==> config.mk <==
export PLATFORM = sky130hd
export DESIGN_NAME = mouse_master_sm
export DESIGN_NICKNAME = d
export VERILOG_FILES = /design/src/rtl/mouse_pkg.sv /design/src/rtl/mouse_timer.sv /design/src/rtl/mouse_master_sm.sv
export SDC_FILE = /design/constraint.sdc
export NUM_CORES = 1
export LEC_CHECK = 0
export CORE_MARGIN = 2
export CORE_UTILIZATION = 48
export DETAILED_ROUTE_END_ITERATION = 10
export PLACE_DENSITY = 0.81
export SLEW_MARGIN = 30
export SYNTH_ARGS = -nofsm -noshare
export SYNTH_HDL_FRONTEND = slang
export SYNTH_HIERARCHICAL = 1
export SYNTH_SLANG_ARGS = --single-unit
==> constraint.sdc <==
create_clock -name CLK -period 3.72 [get_ports CLK]
set_input_delay 0.744 -clock CLK [delete_from_list [all_inputs] [get_ports CLK]]
set_output_delay 0.744 -clock CLK [all_outputs]
set_load 0.1 [all_outputs]
==> src/rtl/mouse_pkg.sv <==
`default_nettype none
// ============================================================================
//  Module      : mouse_pkg
//  Description : Shared types and byte constants for the PS/2 mouse host
//                sequencer: state encoding, command/response bytes, and the
//                wheel-unlock command table (MOUSE_WHEEL_EN builds only).
//  Revision    : 1.0 - initial release
// ============================================================================
package mouse_pkg;

  // Sequencer states. Wheel-only states exist only when MOUSE_WHEEL_EN is set.
  typedef enum logic [4:0] {
    WAIT_INIT     = 5'd0,
    TX_RST        = 5'd1,
    WT_RST_SENT   = 5'd2,
    RX_ACK1       = 5'd3,
    RX_SELFTEST   = 5'd4,
    RX_ID         = 5'd5,
    TX_EN         = 5'd6,
    WT_EN_SENT    = 5'd7,
    RX_ACK2       = 5'd8,
    PKT_B0        = 5'd9,
    PKT_B1        = 5'd10,
    PKT_B2        = 5'd11,
`ifdef MOUSE_WHEEL_EN
    PKT_B3        = 5'd13,
    TX_WHEEL      = 5'd14,
    WT_WHEEL_SENT = 5'd15,
    RX_WHEEL_ACK  = 5'd16,
    RX_WHEEL_ID   = 5'd17,
`endif
    PUBLISH       = 5'd12
  } state_e;

  // Host-to-mouse commands
  localparam logic [7:0] CMD_RESET   = 8'hFF;
  localparam logic [7:0] CMD_ENABLE  = 8'hF4;
  localparam logic [7:0] CMD_SETRATE = 8'hF3;
  localparam logic [7:0] CMD_GETID   = 8'hF2;

  // Mouse-to-host responses
  localparam logic [7:0] ACK         = 8'hFA;
  localparam logic [7:0] SELFTEST_OK = 8'hAA;
  localparam logic [7:0] ID_STD      = 8'h00;
  localparam logic [7:0] ID_WHEEL    = 8'h03;

  // Receiver error code meaning "byte is clean"
  localparam logic [1:0] ERR_NONE    = 2'b00;

  // True for every state in which the receiver should be listening
  function automatic logic state_reads(input state_e s);
    case (s)
      RX_ACK1, RX_SELFTEST, RX_ID, RX_ACK2,
      PKT_B0, PKT_B1, PKT_B2:  return 1'b1;
`ifdef MOUSE_WHEEL_EN
      RX_WHEEL_ACK, RX_WHEEL_ID, PKT_B3: return 1'b1;
`endif
      default:                 return 1'b0;
    endcase
  endfunction

`ifdef MOUSE_WHEEL_EN
  // Index of the final entry (GET_ID) in the wheel-unlock command table
  localparam logic [2:0] WHEEL_LAST_STEP = 3'd6;

  // Magic sample-rate sequence 200/100/80 followed by GET_ID
  function automatic logic [7:0] wheel_cmd(input logic [2:0] step);
    case (step)
      3'd0:    return CMD_SETRATE;
      3'd1:    return 8'hC8;
      3'd2:    return CMD_SETRATE;
      3'd3:    return 8'h64;
      3'd4:    return CMD_SETRATE;
      3'd5:    return 8'h50;
      default: return CMD_GETID;
    endcase
  endfunction
`endif

endpackage
`default_nettype wire

==> src/rtl/mouse_timer.sv <==
`default_nettype none
// ============================================================================
//  Module      : mouse_timer
//  Description : Loadable down-counter with terminal-count flag. The flag is
//                qualified by an "armed" bit so a counter sitting at its reset
//                value of zero never reports an expiry before its first load.
//  Revision    : 1.0 - initial release
// ============================================================================
module mouse_timer #(
  parameter int WIDTH = 32
) (
  input  logic             clk,
  input  logic             rst_n,
  input  logic             i_load,
  input  logic [WIDTH-1:0] i_load_val,
  output logic             o_tc,
  output logic             o_armed
);

  logic [WIDTH-1:0] count_q, count_d;
  logic             armed_q, armed_d;

  // Load takes priority; otherwise count down and park at zero
  always_comb begin
    count_d = count_q;
    armed_d = armed_q;
    if (i_load) begin
      count_d = i_load_val;
      armed_d = 1'b1;
    end else if (count_q != '0) begin
      count_d = count_q - WIDTH'(1);
    end
  end

  // Counter and armed flag registers
  always_ff @(posedge clk or negedge rst_n) begin
    if (!rst_n) begin
      count_q <= '0;
      armed_q <= 1'b0;
    end else begin
      count_q <= count_d;
      armed_q <= armed_d;
    end
  end

  assign o_tc    = armed_q && (count_q == '0);
  assign o_armed = armed_q;

endmodule
`default_nettype wire

==> src/rtl/mouse_master_sm.sv <==
`default_nettype none
// ============================================================================
//  Module      : mouse_master_sm
//  Description : PS/2 mouse host sequencer. Waits out power-up, resets and
//                enables the mouse, then assembles movement packets and
//                publishes them with a one-cycle interrupt.
//                Define MOUSE_WHEEL_EN to add the wheel-unlock handshake,
//                4-byte packets and the MOUSE_DZ output.
//  Revision    : 1.0 - initial release
// ============================================================================
module mouse_master_sm
  import mouse_pkg::*;
#(
  parameter int INIT_WAIT        = 5000000,
  parameter int RESPONSE_TIMEOUT = 2500000
) (
  input  logic       CLK,
  input  logic       RESETN,
  output logic       SEND_BYTE,
  output logic [7:0] BYTE_TO_SEND,
  input  logic       BYTE_SENT,
  output logic       READ_ENABLE,
  input  logic [7:0] BYTE_RECEIVED,
  input  logic       BYTE_READ,
  input  logic [1:0] BYTE_ERROR_CODE,
  output logic [7:0] MOUSE_STATUS,
  output logic [7:0] MOUSE_DX,
  output logic [7:0] MOUSE_DY,
`ifdef MOUSE_WHEEL_EN
  output logic [7:0] MOUSE_DZ,
`endif
  output logic       SEND_INTERRUPT
);

  // One timer serves both the power-up wait and the handshake timeout
  localparam int c_max_wait = (INIT_WAIT > RESPONSE_TIMEOUT) ? INIT_WAIT : RESPONSE_TIMEOUT;
  localparam int c_tmr_w    = $clog2(c_max_wait + 1);

  // The power-up load happens one cycle after reset release (the cycle that
  // arms the timer), hence the extra -1 compared with the response load.
  localparam logic [c_tmr_w-1:0] c_init_load =
    c_tmr_w'((INIT_WAIT > 1) ? INIT_WAIT - 2 : 0);
  localparam logic [c_tmr_w-1:0] c_resp_load =
    c_tmr_w'((RESPONSE_TIMEOUT > 1) ? RESPONSE_TIMEOUT - 1 : 0);

  state_e state_q, state_d;

  // Packet staging, invisible until a complete packet is published
  logic [7:0] stage0_q, stage0_d;
  logic [7:0] stage1_q, stage1_d;
  logic [7:0] stage2_q, stage2_d;

  // Output registers
  logic       send_byte_q, send_byte_d;
  logic [7:0] byte_to_send_q, byte_to_send_d;
  logic       read_enable_q, read_enable_d;
  logic       send_interrupt_q, send_interrupt_d;
  logic [7:0] mouse_status_q, mouse_status_d;
  logic [7:0] mouse_dx_q, mouse_dx_d;
  logic [7:0] mouse_dy_q, mouse_dy_d;

`ifdef MOUSE_WHEEL_EN
  logic [7:0] stage3_q, stage3_d;
  logic [7:0] mouse_dz_q, mouse_dz_d;
  logic [2:0] step_q, step_d;
  logic       wheel_mode_q, wheel_mode_d;
`endif

  logic               w_rx_ok;
  logic               w_tmr_tc;
  logic               w_tmr_armed;
  logic               w_tmr_load;
  logic [c_tmr_w-1:0] w_tmr_val;

  assign w_rx_ok = BYTE_READ && (BYTE_ERROR_CODE == ERR_NONE);

  // Next state for an init-phase receive: match advances, anything else
  // (wrong byte, bad error code, timeout) restarts from the reset command.
  function automatic state_e init_rx(input state_e cur, input state_e pass_state,
                                     input logic [7:0] want, input logic rd,
                                     input logic ok, input logic [7:0] data,
                                     input logic tc);
    if (rd)      return (ok && (data == want)) ? pass_state : TX_RST;
    else if (tc) return TX_RST;
    else         return cur;
  endfunction

  // Restart the timer on every state change; the reset-entered WAIT_INIT
  // has no transition, so it arms the timer on its first cycle instead.
  assign w_tmr_load = (state_d != state_q) || ((state_q == WAIT_INIT) && !w_tmr_armed);
  assign w_tmr_val  = (state_d == WAIT_INIT) ? c_init_load : c_resp_load;

  mouse_timer #(
    .WIDTH(c_tmr_w)
  ) u_timer (
    .clk       (CLK),
    .rst_n     (RESETN),
    .i_load    (w_tmr_load),
    .i_load_val(w_tmr_val),
    .o_tc      (w_tmr_tc),
    .o_armed   (w_tmr_armed)
  );

  // Sequencer next-state and packet staging
  always_comb begin
    state_d  = state_q;
    stage0_d = stage0_q;
    stage1_d = stage1_q;
    stage2_d = stage2_q;
`ifdef MOUSE_WHEEL_EN
    stage3_d     = stage3_q;
    step_d       = step_q;
    wheel_mode_d = wheel_mode_q;
`endif
    case (state_q)
      WAIT_INIT:   if (w_tmr_tc) state_d = TX_RST;
      TX_RST: begin
        state_d = WT_RST_SENT;
`ifdef MOUSE_WHEEL_EN
        step_d       = 3'd0;
        wheel_mode_d = 1'b0;
`endif
      end
      WT_RST_SENT: begin
        if (BYTE_SENT)     state_d = RX_ACK1;
        else if (w_tmr_tc) state_d = TX_RST;
      end
      RX_ACK1:     state_d = init_rx(state_q, RX_SELFTEST, ACK, BYTE_READ, w_rx_ok,
                                     BYTE_RECEIVED, w_tmr_tc);
      RX_SELFTEST: state_d = init_rx(state_q, RX_ID, SELFTEST_OK, BYTE_READ, w_rx_ok,
                                     BYTE_RECEIVED, w_tmr_tc);
`ifdef MOUSE_WHEEL_EN
      RX_ID: begin
        state_d = init_rx(state_q, TX_WHEEL, ID_STD, BYTE_READ, w_rx_ok,
                          BYTE_RECEIVED, w_tmr_tc);
        step_d  = 3'd0;
      end
      TX_WHEEL:    state_d = WT_WHEEL_SENT;
      WT_WHEEL_SENT: begin
        if (BYTE_SENT)     state_d = RX_WHEEL_ACK;
        else if (w_tmr_tc) state_d = TX_RST;
      end
      RX_WHEEL_ACK: begin
        state_d = init_rx(state_q, TX_WHEEL, ACK, BYTE_READ, w_rx_ok,
                          BYTE_RECEIVED, w_tmr_tc);
        if (state_d == TX_WHEEL) begin
          if (step_q == WHEEL_LAST_STEP) state_d = RX_WHEEL_ID;
          else                           step_d  = step_q + 3'd1;
        end
      end
      RX_WHEEL_ID: begin
        if (BYTE_READ) begin
          if (w_rx_ok && (BYTE_RECEIVED == ID_WHEEL)) begin
            wheel_mode_d = 1'b1;
            state_d      = TX_EN;
          end else if (w_rx_ok && (BYTE_RECEIVED == ID_STD)) begin
            wheel_mode_d = 1'b0;
            state_d      = TX_EN;
          end else begin
            state_d = TX_RST;
          end
        end else if (w_tmr_tc) begin
          state_d = TX_RST;
        end
      end
`else
      RX_ID:       state_d = init_rx(state_q, TX_EN, ID_STD, BYTE_READ, w_rx_ok,
                                     BYTE_RECEIVED, w_tmr_tc);
`endif
      TX_EN:       state_d = WT_EN_SENT;
      WT_EN_SENT: begin
        if (BYTE_SENT)     state_d = RX_ACK2;
        else if (w_tmr_tc) state_d = TX_RST;
      end
      RX_ACK2:     state_d = init_rx(state_q, PKT_B0, ACK, BYTE_READ, w_rx_ok,
                                     BYTE_RECEIVED, w_tmr_tc);
      // Bit 3 of the status byte is always set; use it to resynchronise
      PKT_B0: begin
        if (w_rx_ok && BYTE_RECEIVED[3]) begin
          stage0_d = BYTE_RECEIVED;
          state_d  = PKT_B1;
        end
      end
      PKT_B1: begin
        if (w_rx_ok) begin
          stage1_d = BYTE_RECEIVED;
          state_d  = PKT_B2;
        end else if (BYTE_READ) begin
          state_d = PKT_B0;
        end
      end
      PKT_B2: begin
        if (w_rx_ok) begin
          stage2_d = BYTE_RECEIVED;
`ifdef MOUSE_WHEEL_EN
          state_d  = wheel_mode_q ? PKT_B3 : PUBLISH;
`else
          state_d  = PUBLISH;
`endif
        end else if (BYTE_READ) begin
          state_d = PKT_B0;
        end
      end
`ifdef MOUSE_WHEEL_EN
      PKT_B3: begin
        if (w_rx_ok) begin
          stage3_d = BYTE_RECEIVED;
          state_d  = PUBLISH;
        end else if (BYTE_READ) begin
          state_d = PKT_B0;
        end
      end
`endif
      PUBLISH:     state_d = PKT_B0;
      default:     state_d = WAIT_INIT;
    endcase
  end

  // Output values follow the next state so they line up with state_q
  always_comb begin
    send_byte_d      = 1'b0;
    byte_to_send_d   = byte_to_send_q;
    read_enable_d    = state_reads(state_d);
    send_interrupt_d = (state_d == PUBLISH);
    mouse_status_d   = mouse_status_q;
    mouse_dx_d       = mouse_dx_q;
    mouse_dy_d       = mouse_dy_q;
`ifdef MOUSE_WHEEL_EN
    mouse_dz_d       = mouse_dz_q;
`endif
    case (state_d)
      TX_RST: begin
        send_byte_d    = 1'b1;
        byte_to_send_d = CMD_RESET;
      end
      TX_EN: begin
        send_byte_d    = 1'b1;
        byte_to_send_d = CMD_ENABLE;
      end
`ifdef MOUSE_WHEEL_EN
      TX_WHEEL: begin
        send_byte_d    = 1'b1;
        byte_to_send_d = wheel_cmd(step_d);
      end
`endif
      default: ;
    endcase
    // The final packet byte lands in stage*_d on the same edge
    if ((state_d == PUBLISH) && (state_q != PUBLISH)) begin
      mouse_status_d = stage0_d;
      mouse_dx_d     = stage1_d;
      mouse_dy_d     = stage2_d;
`ifdef MOUSE_WHEEL_EN
      mouse_dz_d     = stage3_d;
`endif
    end
  end

  // State and staging registers
  always_ff @(posedge CLK or negedge RESETN) begin
    if (!RESETN) begin
      state_q  <= WAIT_INIT;
      stage0_q <= 8'h00;
      stage1_q <= 8'h00;
      stage2_q <= 8'h00;
`ifdef MOUSE_WHEEL_EN
      stage3_q     <= 8'h00;
      step_q       <= 3'd0;
      wheel_mode_q <= 1'b0;
`endif
    end else begin
      state_q  <= state_d;
      stage0_q <= stage0_d;
      stage1_q <= stage1_d;
      stage2_q <= stage2_d;
`ifdef MOUSE_WHEEL_EN
      stage3_q     <= stage3_d;
      step_q       <= step_d;
      wheel_mode_q <= wheel_mode_d;
`endif
    end
  end

  // Output registers
  always_ff @(posedge CLK or negedge RESETN) begin
    if (!RESETN) begin
      send_byte_q      <= 1'b0;
      byte_to_send_q   <= 8'h00;
      read_enable_q    <= 1'b0;
      send_interrupt_q <= 1'b0;
      mouse_status_q   <= 8'h00;
      mouse_dx_q       <= 8'h00;
      mouse_dy_q       <= 8'h00;
`ifdef MOUSE_WHEEL_EN
      mouse_dz_q       <= 8'h00;
`endif
    end else begin
      send_byte_q      <= send_byte_d;
      byte_to_send_q   <= byte_to_send_d;
      read_enable_q    <= read_enable_d;
      send_interrupt_q <= send_interrupt_d;
      mouse_status_q   <= mouse_status_d;
      mouse_dx_q       <= mouse_dx_d;
      mouse_dy_q       <= mouse_dy_d;
`ifdef MOUSE_WHEEL_EN
      mouse_dz_q       <= mouse_dz_d;
`endif
    end
  end

  assign SEND_BYTE      = send_byte_q;
  assign BYTE_TO_SEND   = byte_to_send_q;
  assign READ_ENABLE    = read_enable_q;
  assign SEND_INTERRUPT = send_interrupt_q;
  assign MOUSE_STATUS   = mouse_status_q;
  assign MOUSE_DX       = mouse_dx_q;
  assign MOUSE_DY       = mouse_dy_q;
`ifdef MOUSE_WHEEL_EN
  assign MOUSE_DZ       = mouse_dz_q;
`endif

endmodule
`default_nettype wire

After elaboration in Yosys (flattened, before gate mapping)
Index checks and enable logic that the tools add are counted.

operators by class
  add/sub/neg operators = 1
  $mul = 0
  div/mod/pow operators = 0
  $lt $le $gt $ge = 0
  eq/ne operators = 26
  shift-type cells = 0
  mux-type cells = 28
  bitwise gates (word level) = 0
  reductions and logical operators = 20

operators with widths
  cell                   number
  $mux 23                3
  $pmux 5 s13            1
  $mux 5                 11
  $eq 5x4->1 const B     10
  $mux 8                 6
  $eq 5x3->1 const B     7
  $logic_not 23->1       1
  $reduce_bool 23->1     1
  $sub 23x1->23 const B  1
  $eq 8x8->1 const B     2
  $pmux 8 s2             1
  $eq 5x2->1 const B     3
  $eq 5x1->1 const B     2
  $logic_not 5->1        2
  $mux 3                 3
  $logic_and 1x1->1      8
  $logic_not 8->1        1
  $reduce_or 7->1        1
  $ne 5x4->1 const B     1
  $ne 5x5->1             1
  $mux 4                 1
  $reduce_bool 2->1      2
  $logic_not 2->1        1
  $mux 1                 2
  other kinds (3)        3

storage, ports and cells
  flip-flop bits (word level) = 88
  latch bits = 0
  bits in writable memories = 0
  ROM bits = 0
  memories kept = 0

Depth between registers and ports, before layout
Gate-level depths: netlist of the first run.

  depth after elaboration = 9
  mapped depth = 16
  mapped depth without buffers = 13

Modules after synthesis
The synthesis of the first run kept the hierarchy.

by module, submodules not included
  module           times used  cells an instance  area each (um^2)
  mouse_master_sm  1           227                2,556.2
  mouse_timer      1           148                1,388.8

Least setup slack after synthesis of the first run
Ideal clock, no wire load.

  path kind = reg2reg
  start point = reg u_timer.count_q[0]
  end point = reg u_timer.count_q[10]
  arrival time = 4.015 ns
  data required time = 3.646 ns
  path slack = -0.369 ns
  cell stages (with the launch flop) = 17
  clock period less this slack = 4.089 ns
  cell sequence = dfrtp_1 > inv_1 > ha_1 > or4b_1 > or4_1 > buf_4 > nor4_1 > nor2_1 > nand2_1 > a2111oi_4 > a2111oi_4 > xor2_1 > nand4b_1 > clkbuf_1 > or2_1 > buf_6 > o21ai_2

on the way
  longest elaborated chain between the ends = 8

ends and longest elaborated chain
  element                                              line                                                                   RTL
  start: declaration                                   mouse_timer.sv:20                                                      logic [WIDTH-1:0] count_q, count_d;
  start signal: assignment                             mouse_timer.sv:41                                                      count_q <= count_d;
  $logic_not 23->1 (*)                                 mouse_timer.sv:46                                                      assign o_tc = armed_q && (count_q == '0);
  $logic_and 1x1->1 (*)                                mouse_timer.sv:46
  via w_tmr_tc                                         mouse_master_sm.sv:70                                                  logic w_tmr_tc;
  $mux 5 (*)                                           n/a
  $mux 5, on equally long branches                     mouse_master_sm.sv:83, mouse_master_sm.sv:125, mouse_master_sm.sv:172
  $pmux 5 s13 (*)                                      mouse_master_sm.sv:115                                                 case (state_q)
  $ne 5x5->1 (*)                                       mouse_master_sm.sv:90                                                  assign w_tmr_load = (state_d != state_q) || ((state_q == WAIT_INIT) && !w_tmr_armed);
  $logic_or 1x1->1 (*)                                 mouse_master_sm.sv:90
  via w_tmr_load                                       mouse_master_sm.sv:72                                                  logic w_tmr_load;
  $mux 23 / $reduce_bool 2->1 (equally long branches)  n/a

The timed path passes the listed nets; every way through them passes the cells marked *. The select of a mux whose other input is x is not followed.
A chain may end at the register's enable or synchronous reset.

Worst setup path after layout of the first run
  start point = reg u_timer.count_q[0]
  end point = reg u_timer.count_q[20]

The elaborated chain is that of the path after synthesis.

==> flow_summary.json, run 1 <==
{
  "status": "finished, violations left",
  "violations": "negative setup slack",
  "finalSetupViolCount": 9,
  "coreArea_um2": 8090,
  "drc_errors": 0,
  "peakVddDrop_uv": 298,
  "grt_pass1_wl_um": 14300,
  "place.gp.congestion": 0.875,
  "globalRouteTotalUtil_pct": 20.5,
  "drtPass1Iterations": 4,
  "num-nets-final": 461,
  "numCtsBuffers": 9,
  "synth_edf_count": 0,
  "cts_root_buffer": "clkbuf_8",
  "synth_async_sr_flop_share_pct": 100,
  "dp_hpwl_um": 5930,
  "ant_nets": 0,
  "clk_pin_slew_ns": 0.09,
  "start_kind": "register",
  "path_max_fanout": 8,
  "pwr-share-comb_pct": 19.2,
  "critPathMostFrequentCell": "buf_4",
  "ys_warn_count": 6,
  "vias_per_cell": 5.57,
  "die_x_um": 94.7,
  "wl_per_cell_um": 16.4,
  "syn_inst": 375,
  "post-route-cell-area_um2": 5020,
  "place_inst": 525,
  "power.density_nw_per_um2": 373,
  "htreeDepth": 3,
  "sequentialPowerShare_pct": 45.9,
  "crit_path_end_kind": "register",
  "start_util_pct": 48.7,
  "totalPowerFinal_mw": 1.88,
  "dieArea_um2": 8960,
  "clock.fmax_mhz": 265,
  "timing.critical_path.from": "u_timer/count_q[0]",
  "layout_setup_ws_ns": -0.0604,
  "rrSetupSlack_ns": -0.06,
  "layout_min_cycle_time_ns": 3.78,
  "timing.rr.start": "u_timer/count_q[0]",
  "period_share_pct": 102,
  "arrival_ns": 4.02,
  "worstSetupPathType": "register to register",
  "syn_avg_cell_area_um2": 10.5,
  "critPathMaxStageDelay_ns": 0.48,
  "cts_max_path_buffers": 2,
  "dpl_cell_area_um2": 4590,
  "path_cells": "inv_2, ha_4, or4b_4, or4_4, nor4_4, buf_4, buf_4, a21oi_1, a2111o_1, buf_4, o211ai_1, a221oi_2, nand4b_1, buf_6, clkbuf_16, mux2_2",
  "hold_viol": 0,
  "fin_skew_ns": 0.00770,
  "hold_buffers": 0,
  "p_int_mw": 1.27,
  "cts_tree": "yes",
  "slew_viol_final": 0,
  "p_leak_nw": 2.23,
  "reg2regPathDepth": 16,
  "vias": 3099,
  "rsz0062_at_grt": "true",
  "layout_commonest_cell": "dfrtp_1",
  "insertion_delay_ns": 0.35,
  "antenna_found_initial": 0,
  "grt_pass1_vias": 2960,
  "die_y_um": 94.7,
  "drive_gt1_share_pct": 28.2,
  "yosysUniqueCellTypes": 62,
  "clkPwrFrac_pct": 34.9,
  "rows": 33,
  "nFillCells": 644,
  "netlist_area_um2": 3950,
  "fin_cells": 556,
  "holdCritPathClass": "input pin to async pin",
  "maxSlewHeadroom_pct": 33.4,
  "drt_wl_total_um": 9100,
  "cts_sinks": 74,
  "p_sw_share_pct": 32.3,
  "gr-total-overflow": 0,
  "port_buffers": 48,
  "ys_seq_area_share_pct": 46.9,
  "synth-seq-cells": 74,
  "cp_slowest_cell": "or4b_4",
  "drt-initial-drc-count": 253,
  "final_cell_mix": "dfrtp_1 (74), nand2_1 (59), clkdlybuf4s50_1 (47), mux2_2 (35), buf_4 (20)",
  "synthToLayoutAreaGrowth_pct": 27.4,
  "required_ns": 3.96,
  "antenna_cells": 0,
  "synth_ff_type": "dfrtp_1",
  "io_pins": 49,
  "p_sw_mw": 0.605,
  "grt_max_degree": 35,
  "tightestPinTransition_ns": 0.997,
  "drv_cap": 0
}
==> registers in the layout, summed over array words and instances, names as in the netlist <==
signal           flops
u_timer/o_armed      1
SEND_BYTE            1
MOUSE_DX             8
MOUSE_STATUS         8
MOUSE_DY             8
BYTE_TO_SEND         2
u_timer/count_q     23
stage1_q             8
SEND_INTERRUPT       1
stage0_q             8
READ_ENABLE          1
state_q              5
==> cell usage after synthesis, types with 6 or more instances <==
library cell | number | area (um^2)
mux2_2 | 35 | 394
o21ai_2 | 10 | 87.6
buf_2 | 10 | 50.1
inv_1 | 10 | 37.5
nor3_1 | 6 | 30.0
nand2_1 | 62 | 233
dfrtp_1 | 74 | 1850
nor2b_1 | 6 | 37.5
buf_4 | 7 | 52.6
nor2_1 | 15 | 56.3
o21ai_0 | 7 | 35.0
o31ai_1 | 8 | 60.1
xor2_1 | 8 | 70.1
nor4_1 | 7 | 43.8
clkbuf_1 | 7 | 26.3
nand3_1 | 8 | 40.0
xnor2_1 | 13 | 114
a21oi_1 | 7 | 35.0
==> path summary, 6_finish.rpt <==
| path | to |
|---|---|
| max in group asynchronous | state_q[0] |
| max | u_timer/count_q[20] |
| min in group CLK | stage0_q[3] |
| min | MOUSE_DX[7] |
| min reg2reg | stage0_q[3] |
| max reg2reg | u_timer/count_q[20] |
==> critical path: cells and delay by family, from the launching register on <==
kind	cells	cell delay [ns]
AND/OR/NAND/NOR	4	1.36
buffers and inverters	6	0.87
AO/OA/AOI/OAI	4	0.56
flip-flops	1	0.41
multiplexers	1	0.32
adder cells (fa/ha/maj)	1	0.15
==> logic make-up (layout without fill, tap and decap cells) <==
| family | after synthesis | after routing | synth area share, % |
|---|---|---|---|
| compound gates | 62 | 62 | 12.8 |
| xor+xnor | 21 | 21 | 4.66 |
| fa+ha+maj | 1 | 1 | 0.317 |
| buf+inv | 37 | 103 | 4.88 |
| flops | 74 | 74 | 46.9 |
| mux | 36 | 36 | 10.3 |
| other cells | 2 | 12 | 0.190 |
| simple gates | 142 | 142 | 19.9 |
==> layer usage <==
layer / global-route usage, % / vias up / wire length (um)
met5: 0 / - / 0
met4: 7.73 / 0 / 108
met3: 3.27 / 9 / 411
met2: 33.7 / 101 / 4590
met1: 27.4 / 1522 / 3990
li1: - / 1467 / -
==> cell type report <==
| type | count | area (um^2) | area share (%) |
|---|---|---|---|
| Timing Repair Buffer | 76 | 759 | 15.1 |
| Inverter | 11 | 41.3 | 0.822 |
| Multi-Input combinational cell | 274 | 2030 | 40.5 |
| Tap cell | 105 | 131 | 2.61 |
| Clock inverter | 7 | 83.8 | 1.67 |
| Clock buffer | 9 | 124 | 2.47 |
| Sequential cell | 74 | 1850 | 36.9 |
==> timing repair <==
action                                  CTS  global route
buffers inserted                          2             9
pin swaps                                 1             6
gates cloned                              0             4
gates resized for setup                   0            20
endpoints found under the setup margin   16            24
==> power by group through the flow <==
stage                     clock network [mW]  logic (mW)  registers, mW
after CTS                              0.661       0.337          0.861
after global routing                   0.701       0.383          0.867
after detailed placement                   0       0.333          0.877
after global placement                     0       0.327          0.875
final                                  0.654       0.360          0.862
after floorplan                            0       0.229          0.899
==> stage by stage <==
step / hold WS (ns) / setup WS, ns / utilization, % / setup TNS, ns
2_1_floorplan: 0.423 / -0.0324 / - / -0.302
3_3_place_gp: 0.438 / -0.0346 / 56.7 / -0.143
3_5_place_dp: 0.437 / -0.0790 / 56.7 / -0.862
4_1_cts: 0.456 / 0.00209 / 59.4 / 0
5_1_grt: 0.482 / -0.193 / 62.1 / -3.25
6_report: 0.454 / -0.0604 / 62.1 / -0.311
Note: power is estimated with default switching activity, not from simulation.
==> run 2: changes to the inputs <==
--- a/config.mk
+++ b/config.mk
@@ -8,6 +8,7 @@
 export CORE_MARGIN = 2
 export CORE_UTILIZATION = 48
 export DETAILED_ROUTE_END_ITERATION = 10
+export GPL_TIMING_DRIVEN = 1
 export PLACE_DENSITY = 0.81
 export SLEW_MARGIN = 30
 export SYNTH_ARGS = -nofsm -noshare
==> results of run 2 <==
Same layout as run 1: the final DEF is identical, and so are final timing and power.
==> run 3: changes to the inputs <==
--- a/config.mk
+++ b/config.mk
@@ -5,10 +5,10 @@
 export SDC_FILE = /design/constraint.sdc
 export NUM_CORES = 1
 export LEC_CHECK = 0
+export ABC_CLOCK_PERIOD_IN_PS = 3720
 export CORE_MARGIN = 2
 export CORE_UTILIZATION = 48
 export DETAILED_ROUTE_END_ITERATION = 10
-export GPL_TIMING_DRIVEN = 1
 export PLACE_DENSITY = 0.81
 export SLEW_MARGIN = 30
 export SYNTH_ARGS = -nofsm -noshare
==> results of run 3 <==
Same layout as run 1: the final DEF is identical, and so are final timing and power.
